===== config.mk =====
export PLATFORM = sky130hd
export DESIGN_NAME = frac_det_ctrl_flat
export DESIGN_NICKNAME = d
export VERILOG_FILES = /design/src/rtl/frac_det_ctrl_if.sv /design/src/rtl/frac_det_ctrl.sv /design/src/flat_wrapper.sv
export SDC_FILE = /design/constraint.sdc
export NUM_CORES = 1
export LEC_CHECK = 0
export BUFFER_PORTS_ARGS = -buffer_cell sky130_fd_sc_hd__buf_2
export CAP_MARGIN = 30
export CORE_AREA = 2 2 108 89
export DETAILED_ROUTE_END_ITERATION = 8
export DIE_AREA = 0 0 110 91
export SLEW_MARGIN = 20
export SYNTH_ARGS = -nofsm -noshare
export SYNTH_HDL_FRONTEND = slang
export SYNTH_SLANG_ARGS = --single-unit

===== constraint.sdc =====
create_clock -name ref_clk_i -period 3.8 [get_ports ref_clk_i]
set_input_delay 0.38 -clock ref_clk_i [delete_from_list [all_inputs] [get_ports ref_clk_i]]
set_output_delay 0.38 -clock ref_clk_i [all_outputs]
set_load 0.03 [all_outputs]

===== src/rtl/frac_det_ctrl_if.sv =====
// Control/status bundle between the SDI RX rate controller and its surroundings.
// The slave side is the controller; the master side drives mode, enable and the
// raw detector verdicts and observes the detector controls and the lock status.
interface frac_det_ctrl_if;
   logic       enable;
   logic       rx_tg_hdn;
   logic       det_valid;
   logic       det_frac;
   logic       det_rstn;
   logic       det_ce;
   logic       frac_intn;
   logic       rate_locked;
   logic       rate_change;
   logic       acq_timeout;
   logic [1:0] state;

   modport master (
      output enable,
      output rx_tg_hdn,
      output det_valid,
      output det_frac,
      input  det_rstn,
      input  det_ce,
      input  frac_intn,
      input  rate_locked,
      input  rate_change,
      input  acq_timeout,
      input  state
   );

   modport slave (
      input  enable,
      input  rx_tg_hdn,
      input  det_valid,
      input  det_frac,
      output det_rstn,
      output det_ce,
      output frac_intn,
      output rate_locked,
      output rate_change,
      output acq_timeout,
      output state
   );
endinterface


===== src/rtl/frac_det_ctrl.sv =====
// Fractional-rate detector sequencer: re-arms the detector, samples its verdict once per
// measurement window (mid-window), debounces it into a locked integer/fractional decision
// and drops lock on repeated disagreement, mode change or acquisition timeout.
module frac_det_ctrl #(
   parameter int unsigned Win     = 148350, // ref_clk cycles per measurement window
   parameter int unsigned RstCyc  = 8,      // cycles the detector is held in reset per re-arm
   parameter int unsigned Confirm = 4,      // identical valid verdicts needed to lock (1..15)
   parameter int unsigned Loss    = 2,      // bad verdicts in a row that drop lock (1..15)
   parameter int unsigned MaxWin  = 16      // counted windows allowed in acquire (1..255)
) (
   input logic            ref_clk_i,
   input logic            rst_i,
   frac_det_ctrl_if.slave bus_io
);

   localparam int unsigned WcntW = (Win > 1) ? $clog2(Win) : 1;
   localparam int unsigned RcntW = $clog2(RstCyc + 1);

   localparam logic [WcntW-1:0] WrapAt    = WcntW'(Win - 1);
   localparam logic [WcntW-1:0] StrobeAt  = WcntW'(Win / 2 - 1);
   localparam logic [RcntW-1:0] RearmLast = RcntW'(RstCyc - 1);
   localparam logic [3:0]       ConfLim   = 4'(Confirm);
   localparam logic [3:0]       LossLim   = 4'(Loss);
   localparam logic [7:0]       NwinLim   = 8'(MaxWin);

   typedef enum logic [1:0] {
      StIdle    = 2'b00,
      StRearm   = 2'b01,
      StAcquire = 2'b10,
      StLocked  = 2'b11
   } state_e;

   state_e           state_q;
   logic [RcntW-1:0] rcnt_q;
   logic [WcntW-1:0] wcnt_q;
   logic             first_q;
   logic             have_cand_q;
   logic             cand_q;
   logic [3:0]       conf_q;
   logic [3:0]       loss_q;
   logic [7:0]       nwin_q;
   logic             det_rstn_q;
   logic             det_ce_q;
   logic             frac_intn_q;
   logic             rate_locked_q;
   logic             rate_change_q;
   logic             acq_timeout_q;
   logic             mode_q;
   logic             valid_s1_q, valid_s2_q;
   logic             frac_s1_q, frac_s2_q;

   logic             cand_d;
   logic [3:0]       conf_d;
   logic [3:0]       loss_d;
   logic [7:0]       nwin_d;
   logic [WcntW-1:0] wcnt_d;
   logic             strobe;
   logic             sample;
   logic             mode_chg;
   logic             flip;
   logic             lock_hit;
   logic             loss_drop;
   logic             acq_expire;
   logic             rearm;

   function automatic logic [3:0] sat_inc4(input logic [3:0] v);
      return (v == 4'hF) ? v : v + 4'd1;
   endfunction

   function automatic logic [7:0] sat_inc8(input logic [7:0] v);
      return (v == 8'hFF) ? v : v + 8'd1;
   endfunction

   // Two-flop synchronisers for the rec_clk verdicts, plus the registered mode copy.
   always_ff @(posedge ref_clk_i) begin
      if (rst_i) begin
         valid_s1_q <= 1'b0;
         valid_s2_q <= 1'b0;
         frac_s1_q  <= 1'b0;
         frac_s2_q  <= 1'b0;
         mode_q     <= 1'b0;
      end else begin
         valid_s1_q <= bus_io.det_valid;
         valid_s2_q <= valid_s1_q;
         frac_s1_q  <= bus_io.det_frac;
         frac_s2_q  <= frac_s1_q;
         mode_q     <= bus_io.rx_tg_hdn;
      end
   end

   // Sample-time next values and the decisions that hang off them.
   always_comb begin
      cand_d = cand_q;
      conf_d = conf_q;
      if (!valid_s2_q) begin
         conf_d = 4'd0;
      end else if (!have_cand_q || (frac_s2_q != cand_q)) begin
         cand_d = frac_s2_q;
         conf_d = 4'd1;
      end else begin
         conf_d = sat_inc4(conf_q);
      end

      nwin_d = sat_inc8(nwin_q);
      flip   = valid_s2_q && (frac_s2_q != frac_intn_q);
      loss_d = (valid_s2_q && !flip) ? 4'd0 : sat_inc4(loss_q);
      wcnt_d = (wcnt_q == WrapAt) ? '0 : wcnt_q + WcntW'(1);

      strobe   = ((state_q == StAcquire) || (state_q == StLocked)) && (wcnt_q == StrobeAt);
      // The first strobe after a re-arm covers a partial window and is thrown away.
      sample   = strobe && !first_q;
      mode_chg = bus_io.rx_tg_hdn != mode_q;
      lock_hit = (conf_d == ConfLim);

      // Lock beats timeout on the same strobe; a mode change beats both.
      acq_expire = (state_q == StAcquire) && sample && !lock_hit && (nwin_d == NwinLim) &&
                   !mode_chg;
      loss_drop  = (state_q == StLocked) && sample && (loss_d == LossLim) && !mode_chg;
      rearm      = (state_q == StIdle) || mode_chg || acq_expire || loss_drop;
   end

   // Main sequencer with registered detector controls, status and pulses.
   always_ff @(posedge ref_clk_i) begin
      if (rst_i) begin
         state_q       <= StIdle;
         rcnt_q        <= '0;
         wcnt_q        <= '0;
         first_q       <= 1'b0;
         have_cand_q   <= 1'b0;
         cand_q        <= 1'b0;
         conf_q        <= '0;
         loss_q        <= '0;
         nwin_q        <= '0;
         det_rstn_q    <= 1'b0;
         det_ce_q      <= 1'b0;
         frac_intn_q   <= 1'b0;
         rate_locked_q <= 1'b0;
         rate_change_q <= 1'b0;
         acq_timeout_q <= 1'b0;
      end else begin
         rate_change_q <= 1'b0;
         acq_timeout_q <= 1'b0;
         if (!bus_io.enable) begin
            state_q       <= StIdle;
            det_rstn_q    <= 1'b0;
            det_ce_q      <= 1'b0;
            rate_locked_q <= 1'b0;
         end else if (rearm) begin
            state_q       <= StRearm;
            rcnt_q        <= '0;
            wcnt_q        <= '0;
            first_q       <= 1'b1;
            have_cand_q   <= 1'b0;
            conf_q        <= '0;
            loss_q        <= '0;
            nwin_q        <= '0;
            det_rstn_q    <= 1'b0;
            det_ce_q      <= 1'b0;
            rate_locked_q <= 1'b0;
            // Only a genuine verdict flip is reported, not a run of invalid windows.
            rate_change_q <= loss_drop && flip;
            acq_timeout_q <= acq_expire;
         end else begin
            unique case (state_q)
               StRearm: begin
                  if (rcnt_q == RearmLast) begin
                     state_q    <= StAcquire;
                     det_rstn_q <= 1'b1;
                     det_ce_q   <= 1'b1;
                  end else begin
                     rcnt_q <= rcnt_q + RcntW'(1);
                  end
               end
               StAcquire: begin
                  wcnt_q <= wcnt_d;
                  if (strobe) first_q <= 1'b0;
                  if (sample) begin
                     cand_q <= cand_d;
                     conf_q <= conf_d;
                     nwin_q <= nwin_d;
                     if (valid_s2_q) have_cand_q <= 1'b1;
                     if (lock_hit) begin
                        state_q       <= StLocked;
                        frac_intn_q   <= cand_d;
                        rate_locked_q <= 1'b1;
                        loss_q        <= '0;
                     end
                  end
               end
               StLocked: begin
                  wcnt_q <= wcnt_d;
                  if (sample) loss_q <= loss_d;
               end
               default: ;
            endcase
         end
      end
   end

   assign bus_io.det_rstn    = det_rstn_q;
   assign bus_io.det_ce      = det_ce_q;
   assign bus_io.frac_intn   = frac_intn_q;
   assign bus_io.rate_locked = rate_locked_q;
   assign bus_io.rate_change = rate_change_q;
   assign bus_io.acq_timeout = acq_timeout_q;
   assign bus_io.state       = state_q;

endmodule


===== src/flat_wrapper.sv =====
// flat-port wrapper written by rule: the top's interface ports become plain ports
module frac_det_ctrl_flat 
#(
   parameter int unsigned Win     = 148350,                                         
   parameter int unsigned RstCyc  = 8,                                                        
   parameter int unsigned Confirm = 4,                                                        
   parameter int unsigned Loss    = 2,                                                     
   parameter int unsigned MaxWin  = 16                                                    
)
  (ref_clk_i, rst_i, bus_io_enable, bus_io_rx_tg_hdn, bus_io_det_valid, bus_io_det_frac, bus_io_det_rstn, bus_io_det_ce, bus_io_frac_intn, bus_io_rate_locked, bus_io_rate_change, bus_io_acq_timeout, bus_io_state);
  frac_det_ctrl_if bus_io_i ();
  input logic ref_clk_i;
  input logic rst_i;
  input wire logic [$bits(bus_io_i.enable)-1:0] bus_io_enable;
  input wire logic [$bits(bus_io_i.rx_tg_hdn)-1:0] bus_io_rx_tg_hdn;
  input wire logic [$bits(bus_io_i.det_valid)-1:0] bus_io_det_valid;
  input wire logic [$bits(bus_io_i.det_frac)-1:0] bus_io_det_frac;
  output wire logic [$bits(bus_io_i.det_rstn)-1:0] bus_io_det_rstn;
  output wire logic [$bits(bus_io_i.det_ce)-1:0] bus_io_det_ce;
  output wire logic [$bits(bus_io_i.frac_intn)-1:0] bus_io_frac_intn;
  output wire logic [$bits(bus_io_i.rate_locked)-1:0] bus_io_rate_locked;
  output wire logic [$bits(bus_io_i.rate_change)-1:0] bus_io_rate_change;
  output wire logic [$bits(bus_io_i.acq_timeout)-1:0] bus_io_acq_timeout;
  output wire logic [$bits(bus_io_i.state)-1:0] bus_io_state;
  assign bus_io_i.enable = bus_io_enable;
  assign bus_io_i.rx_tg_hdn = bus_io_rx_tg_hdn;
  assign bus_io_i.det_valid = bus_io_det_valid;
  assign bus_io_i.det_frac = bus_io_det_frac;
  assign bus_io_det_rstn = bus_io_i.det_rstn;
  assign bus_io_det_ce = bus_io_i.det_ce;
  assign bus_io_frac_intn = bus_io_i.frac_intn;
  assign bus_io_rate_locked = bus_io_i.rate_locked;
  assign bus_io_rate_change = bus_io_i.rate_change;
  assign bus_io_acq_timeout = bus_io_i.acq_timeout;
  assign bus_io_state = bus_io_i.state;
  frac_det_ctrl #(.Win(Win), .RstCyc(RstCyc), .Confirm(Confirm), .Loss(Loss), .MaxWin(MaxWin)) u_core (.ref_clk_i(ref_clk_i), .rst_i(rst_i), .bus_io(bus_io_i));
endmodule

### Word-level counts from Yosys, hierarchy flattened

Index checks and enable logic that the tools add are counted.

* flip-flop bits (word level): 53
* input port bits: 6
* output and inout bits: 8
* word-level logic and storage cells: 135

* $add $sub $neg: 5
* equal/unequal tests: 23
* mux-type cells: 37
* bitwise logic cells: 2
* reductions and logical operators: 48

Operators by type and width (count)
* 4-bit 2-to-1 mux: 15
* 18-bit 2-to-1 mux: 3
* 8-bit 2-to-1 mux: 4
* 18-bit by 1-bit adder with 18-bit output, second input constant: 1
* 18-bit by 17-bit equality test with 1-bit output, second input constant: 1
* 18-bit equality test, second input constant: 1
* 4-bit AND reduction: 4
* 2-bit nonzero test: 7
* 4-bit by 1-bit adder with 4-bit output, second input constant: 3
* 1-bit logical AND: 12
* 3-bit by 1-bit inequality test with 1-bit output, second input constant: 4
* 3-bit AND reduction: 4
* 1-bit 2-to-1 mux: 10
* 5-bit AND reduction: 2
* 8-bit by 1-bit adder with 8-bit output, second input constant: 1
* 4-bit by 3-bit equality test with 1-bit output, second input constant: 2
* 4-bit equality test, second input constant: 2
* 8-bit by 5-bit equality test with 1-bit output, second input constant: 1
* 8-bit equality test, second input constant: 1
* 2-bit by 1-bit inequality test with 1-bit output, second input constant: 4
* 4-bit case mux with 2 select lines: 1
* 2-bit 2-to-1 mux: 3
* 3-bit nonzero test: 2
* 3-bit OR reduction: 2
* 11 further kinds: 25

### Longest topological paths before layout

* depth after elaboration: 13
* gate-level depth with buffers: 11
* mapped depth without buffers: 8

### Least setup slack after synthesis

OpenSTA, ideal clock, no wires.

* kind: flip-flop to flip-flop
* start: reg u_core.state_q[0], in the netlist u_core.bus_io.state[0]
* end: reg u_core.wcnt_q[11]
* arrival: 2.658 ns
* required time: 3.742 ns
* setup slack: 1.084 ns
* cell stages (with the launch flop): 12
* clock period less this slack: 2.716 ns
* path through: dfxtp_1 inv_1 ha_1 clkbuf_1 nor2_1 a2111oi_0 and4_1 buf_6 or4_4 buf_6 o311ai_1 o21a_1

* word-level cells in the longest chain between the ends: 12
* elaborated cells between the ends (all ways): 20
* classes of those cells: 2 x eq/ne; 1 x mux; 17 x reduce/logical

Ends and longest elaborated chain
* start: declaration: RTL line frac_det_ctrl.sv:33 `state_e state_q;`
* start signal: assignment: RTL line frac_det_ctrl.sv:125 `state_q <= StIdle;`
* start signal: assignment: RTL line frac_det_ctrl.sv:144 `state_q <= StIdle;`
* start signal: assignment: RTL line frac_det_ctrl.sv:149 `state_q <= StRearm;`
* 2-bit equality test (on tied branches)
* 1-bit logical OR: RTL line frac_det_ctrl.sv:109 `strobe = ((state_q == StAcquire) || (state_q == StLocked)) && (wcnt_q == StrobeAt);`
* 1-bit logical AND: RTL line frac_det_ctrl.sv:109
* 1-bit logical AND: RTL line frac_det_ctrl.sv:111 `sample = strobe && !first_q;`
* 1-bit logical AND (4 in a row): RTL line frac_det_ctrl.sv:116 `acq_expire = (state_q == StAcquire) && sample && !lock_hit && (nwin_d == NwinLim) &&`
* 1-bit logical OR (2 in a row): RTL line frac_det_ctrl.sv:119 `rearm = (state_q == StIdle) || mode_chg || acq_expire || loss_drop;`
* 2-bit nonzero test (no line)
* 2-bit AND reduction (no line)
* end signal: assignment: RTL line frac_det_ctrl.sv:175 `wcnt_q <= wcnt_d;`
* end signal: assignment: RTL line frac_det_ctrl.sv:191 `wcnt_q <= wcnt_d;`
* end: declaration: RTL line frac_det_ctrl.sv:35 `logic [WcntW-1:0] wcnt_q;`

Several ways; a longest one is shown, not always the timed one.
A chain may end at the register's enable or synchronous reset.

### Final worst setup path

* start: reg u_core.state_q[0], in the netlist u_core.bus_io.state[0]
* end: reg u_core.wcnt_q[8]

Same word-level chain as after synthesis.

==> summary.txt <==
Status
  – Run status: finished, final reports clean

Synth
  – Count of different cell masters after synthesis: 59
  – Synth area leaders: sky130_fd_sc_hd__dfxtp_1 32%, sky130_fd_sc_hd__ha_1 4.2%, sky130_fd_sc_hd__a31oi_1 3.8%
  – Net count after synthesis: 426
  – Share of async-settable or async-resettable flops after synthesis: 0%
  – FF+latch count, synth: 53
  – Post-synth top area share: 32.2%
  – Total number of yosys warnings: 0
  – Main synth FF type: sky130_fd_sc_hd__dfxtp_1
  – Cell count after synthesis: 409
  – Most instantiated library cell after synthesis: sky130_fd_sc_hd__dfxtp_1
  – Sequential area share after synthesis: 32.2%
  – Area of the mapped netlist: 0.00330 sq mm
  – Leading post-synthesis cells by instance count: 53 x sky130_fd_sc_hd__dfxtp_1, 29 x sky130_fd_sc_hd__nand2_1, 22 x sky130_fd_sc_hd__nor3_1, 21 x sky130_fd_sc_hd__nand3_1, 20 x sky130_fd_sc_hd__a31oi_1
  – Cell type with the highest aggregate area in the netlist: sky130_fd_sc_hd__dfxtp_1
  – Number of flops mapped to enable cells by yosys: 0
  – Mean instance size in the synthesized netlist: 8.06 sq um

STA
  – Setup repair after global routing missed its margin: false
  – Achievable Freq: 345 MHz
  – Tightest Pin Transition: 0.801 ns
  – Headroom to the max-slew limit: 46.6%
  – Max Transition Viols Final: 0
  – Post-layout min period: 2.90 ns
  – Final Hold Fails: 0
  – Setup-failing EPs final: 0
  – Setup TNS after final layout: 0 ns
  – Share of the cycle needed by the critical path after routing: 76.3%
  – Final setup skew: 0.0145 ns

Pwr
  – Internal power contribution: 722 uW
  – Leak Pwr: 0.00117 uW
  – Peak ir drop on the vdd network: 225 uV
  – Total Power Consumption: 993 uW
  – Sequential Power Share: 57.2%
  – Clock share of power: 35.3%
  – Proportion of total power due to net switching: 27.4%
  – Logic gate share of total power: 7.4%
  – Sw power: 272 uW
  – Total power density per cell area: 284 mW/mm^2

Worst setup path
  – Crit path capture type: register
  – Critical Path AT: 3.11 ns
  – Crit Path Max Fanout: 23
  – Critical path required time: 4.01 ns
  – Setup crit start kind: register
  – Classification of the worst setup path: register to register
  – Worst-case reg-to-reg path depth: 8

Global routing
  – Combined global-route utilization of all metal layers: 16.6%
  – Global-route wire length before repair: 13400 um
  – Number of global-route vias before repair: 2669
  – Global route total overflow: 0
  – Antenna violations before repair: 0
  – Pin count of the biggest net entering global routing: 37

CTS
  – Clock insertion delay at the later pin of the skew report: 0.32 ns
  – TritonCTS clock tree: built
  – Post-CTS Resized: 0
  – Post-CTS setup buffer count: 0
  – Number of buffers inserted for hold repair after clock tree synthesis: 0
  – Num Clock Sinks: 53
  – Count of H-tree levels built during CTS: 2
  – Longest Clk Path Bufs: 2
  – Clk slew on worst S/H paths: 0.11 ns
  – Clock tree root buffer cell: sky130_fd_sc_hd__clkbuf_8
  – Clock buffers created by TritonCTS: 5

Drt
  – Post-DR vias/cell: 5.84
  – Overall routed net length: 8240 um
  – Iter 0 DRT Violations: 189
  – DR pass1 iterations: 4
  – Remaining design rule violation count: 0
  – Antenna violation net count after detailed routing: 0
  – Drt wl/cell: 15.8 um
  – Vias: 3043

Job
  – Number of max-cap violations: 0

Finish
  – Fin nets: 422
  – P&R area growth vs syn: 6.07%
  – Fill cell count: 911
  – Share of post-route cells with drive strength above 1: 8.62%
  – Antenna cells: 0

Floorplan
  – I/O Pins: 14
  – Overall die width: 110 um
  – Core Footprint: 0.00888 sq mm
  – Starting utilization of the core area: 37.1%
  – Die footprint: 0.0100 sq mm
  – Cell row count: 31
  – Die height: 91 um

Place
  – HPWL Detailed: 5840 um
  – Gpl congestion: 0.836
  – # port buffers: 13

Hold path
  – Number of cells on the worst hold path: 2
  – Worst hold-check path type: primary input to register
[worst max-delay path: stages, from the launching register on]
cell	delay, ns
sky130_fd_sc_hd__dfxtp_1	0.37
sky130_fd_sc_hd__inv_1	0.10
sky130_fd_sc_hd__ha_1	0.38
sky130_fd_sc_hd__nand2_1	0.11
sky130_fd_sc_hd__or4_1	0.41
sky130_fd_sc_hd__a21oi_1	0.18
sky130_fd_sc_hd__and4b_1	0.75
sky130_fd_sc_hd__nor2_1	0.17
sky130_fd_sc_hd__a221o_1	0.32
[routing by layer]
layer	vias up	share of wire (%)	global-route usage, %
li1	1538	-	-
met4	0	0.76	2.95
met1	1439	54	26.0
met5	-	0	0
met3	7	3.7	3.23
met2	59	42	23.2
[layout make-up]
class / instances / area, sq um / area share (%)
Clock inverter: 3 / 26.3 / 0.751
Multi-Input combinational cell: 319 / 2070 / 59.2
Inverter: 9 / 33.8 / 0.966
Tap cell: 115 / 144 / 4.11
Clock buffer: 5 / 68.8 / 1.97
Sequential cell: 53 / 1060 / 30.3
Timing Repair Buffer: 17 / 95.1 / 2.72
[stage by stage]
| step | cells | hold WS, ns | area (sq um) | util (%) | worst slack (ns) |
|---|---|---|---|---|---|
| after CTS | 521 | 0.267 | 3500 | 39.4 | 0.921 |
| final | 521 | 0.262 | 3500 | 39.4 | 0.901 |
| after detailed placement | 513 | 0.429 | 3400 | 38.3 | 0.953 |
| after global placement | 513 | 0.417 | 3400 | 38.3 | 1.03 |
| after floorplan | 409 | 0.414 | 3300 | - | 1.08 |
| after global routing | 521 | 0.277 | 3500 | 39.4 | 0.627 |
[state kept, by name, indices dropped and copies added (netlist names)]
register,cells
u_core.bus_io.acq_timeout,1
u_core.bus_io.det_rstn,1
u_core.bus_io.frac_intn,1
u_core.bus_io.rate_change,1
u_core.bus_io.rate_locked,1
u_core.bus_io.state,2
u_core.cand_q,1
u_core.conf_q,4
u_core.first_q,1
u_core.frac_s1_q,1
u_core.frac_s2_q,1
u_core.have_cand_q,1
u_core.loss_q,4
u_core.mode_q,1
u_core.nwin_q,8
u_core.rcnt_q,4
u_core.valid_s1_q,1
u_core.valid_s2_q,1
u_core.wcnt_q,18
[power groups by stage]
stage	combinational (uW)	clock, uW	sequential, uW
2_1_floorplan	52.9	0	581
3_3_place_gp	72.4	0	581
3_5_place_dp	73.5	0	581
4_1_cts	73.6	358	568
5_1_grt	81.1	379	570
6_report	73.9	351	568
[logic make-up (layout without fill, tap and decap cells)]
kind of cell / count (synthesis) / after routing / synth area share [%]
xor+xnor: 8 / 8 / 2.12
flops: 53 / 53 / 32.2
compound gates: 92 / 92 / 18.9
mux: 3 / 3 / 0.948
simple gates: 205 / 205 / 36.6
fa+ha+maj: 11 / 11 / 4.17
buf+inv: 37 / 34 / 5.08
[final timing paths]
kind | slack, ns | from | end
min | 0.26 | bus_io_det_frac | u_core.frac_s1_q
max | 0.90 | u_core.bus_io.state[0] | u_core.wcnt_q[8]
min reg2reg | 0.45 | u_core.valid_s1_q | u_core.valid_s2_q
max reg2reg | 0.90 | u_core.bus_io.state[0] | u_core.wcnt_q[8]
[placed cells by master, fill, tap and decap left out, drive strengths merged, types with 6 or more instances in the layout]
cell	n
dfxtp	53
nand2	29
nor3	22
nand3	21
a31oi	20
nor2	18
nand4	17
buf	17
a21oi	15
o21ai	14
and3	12
ha	11
nand2b	11
nor2b	10
inv	10
and2	8
nor4	8
nor3b	8
nand3b	7
o31ai	7
or2	6
o21a	6
or3	6
and4b	6
Note: power is estimated with default switching activity, not from simulation.
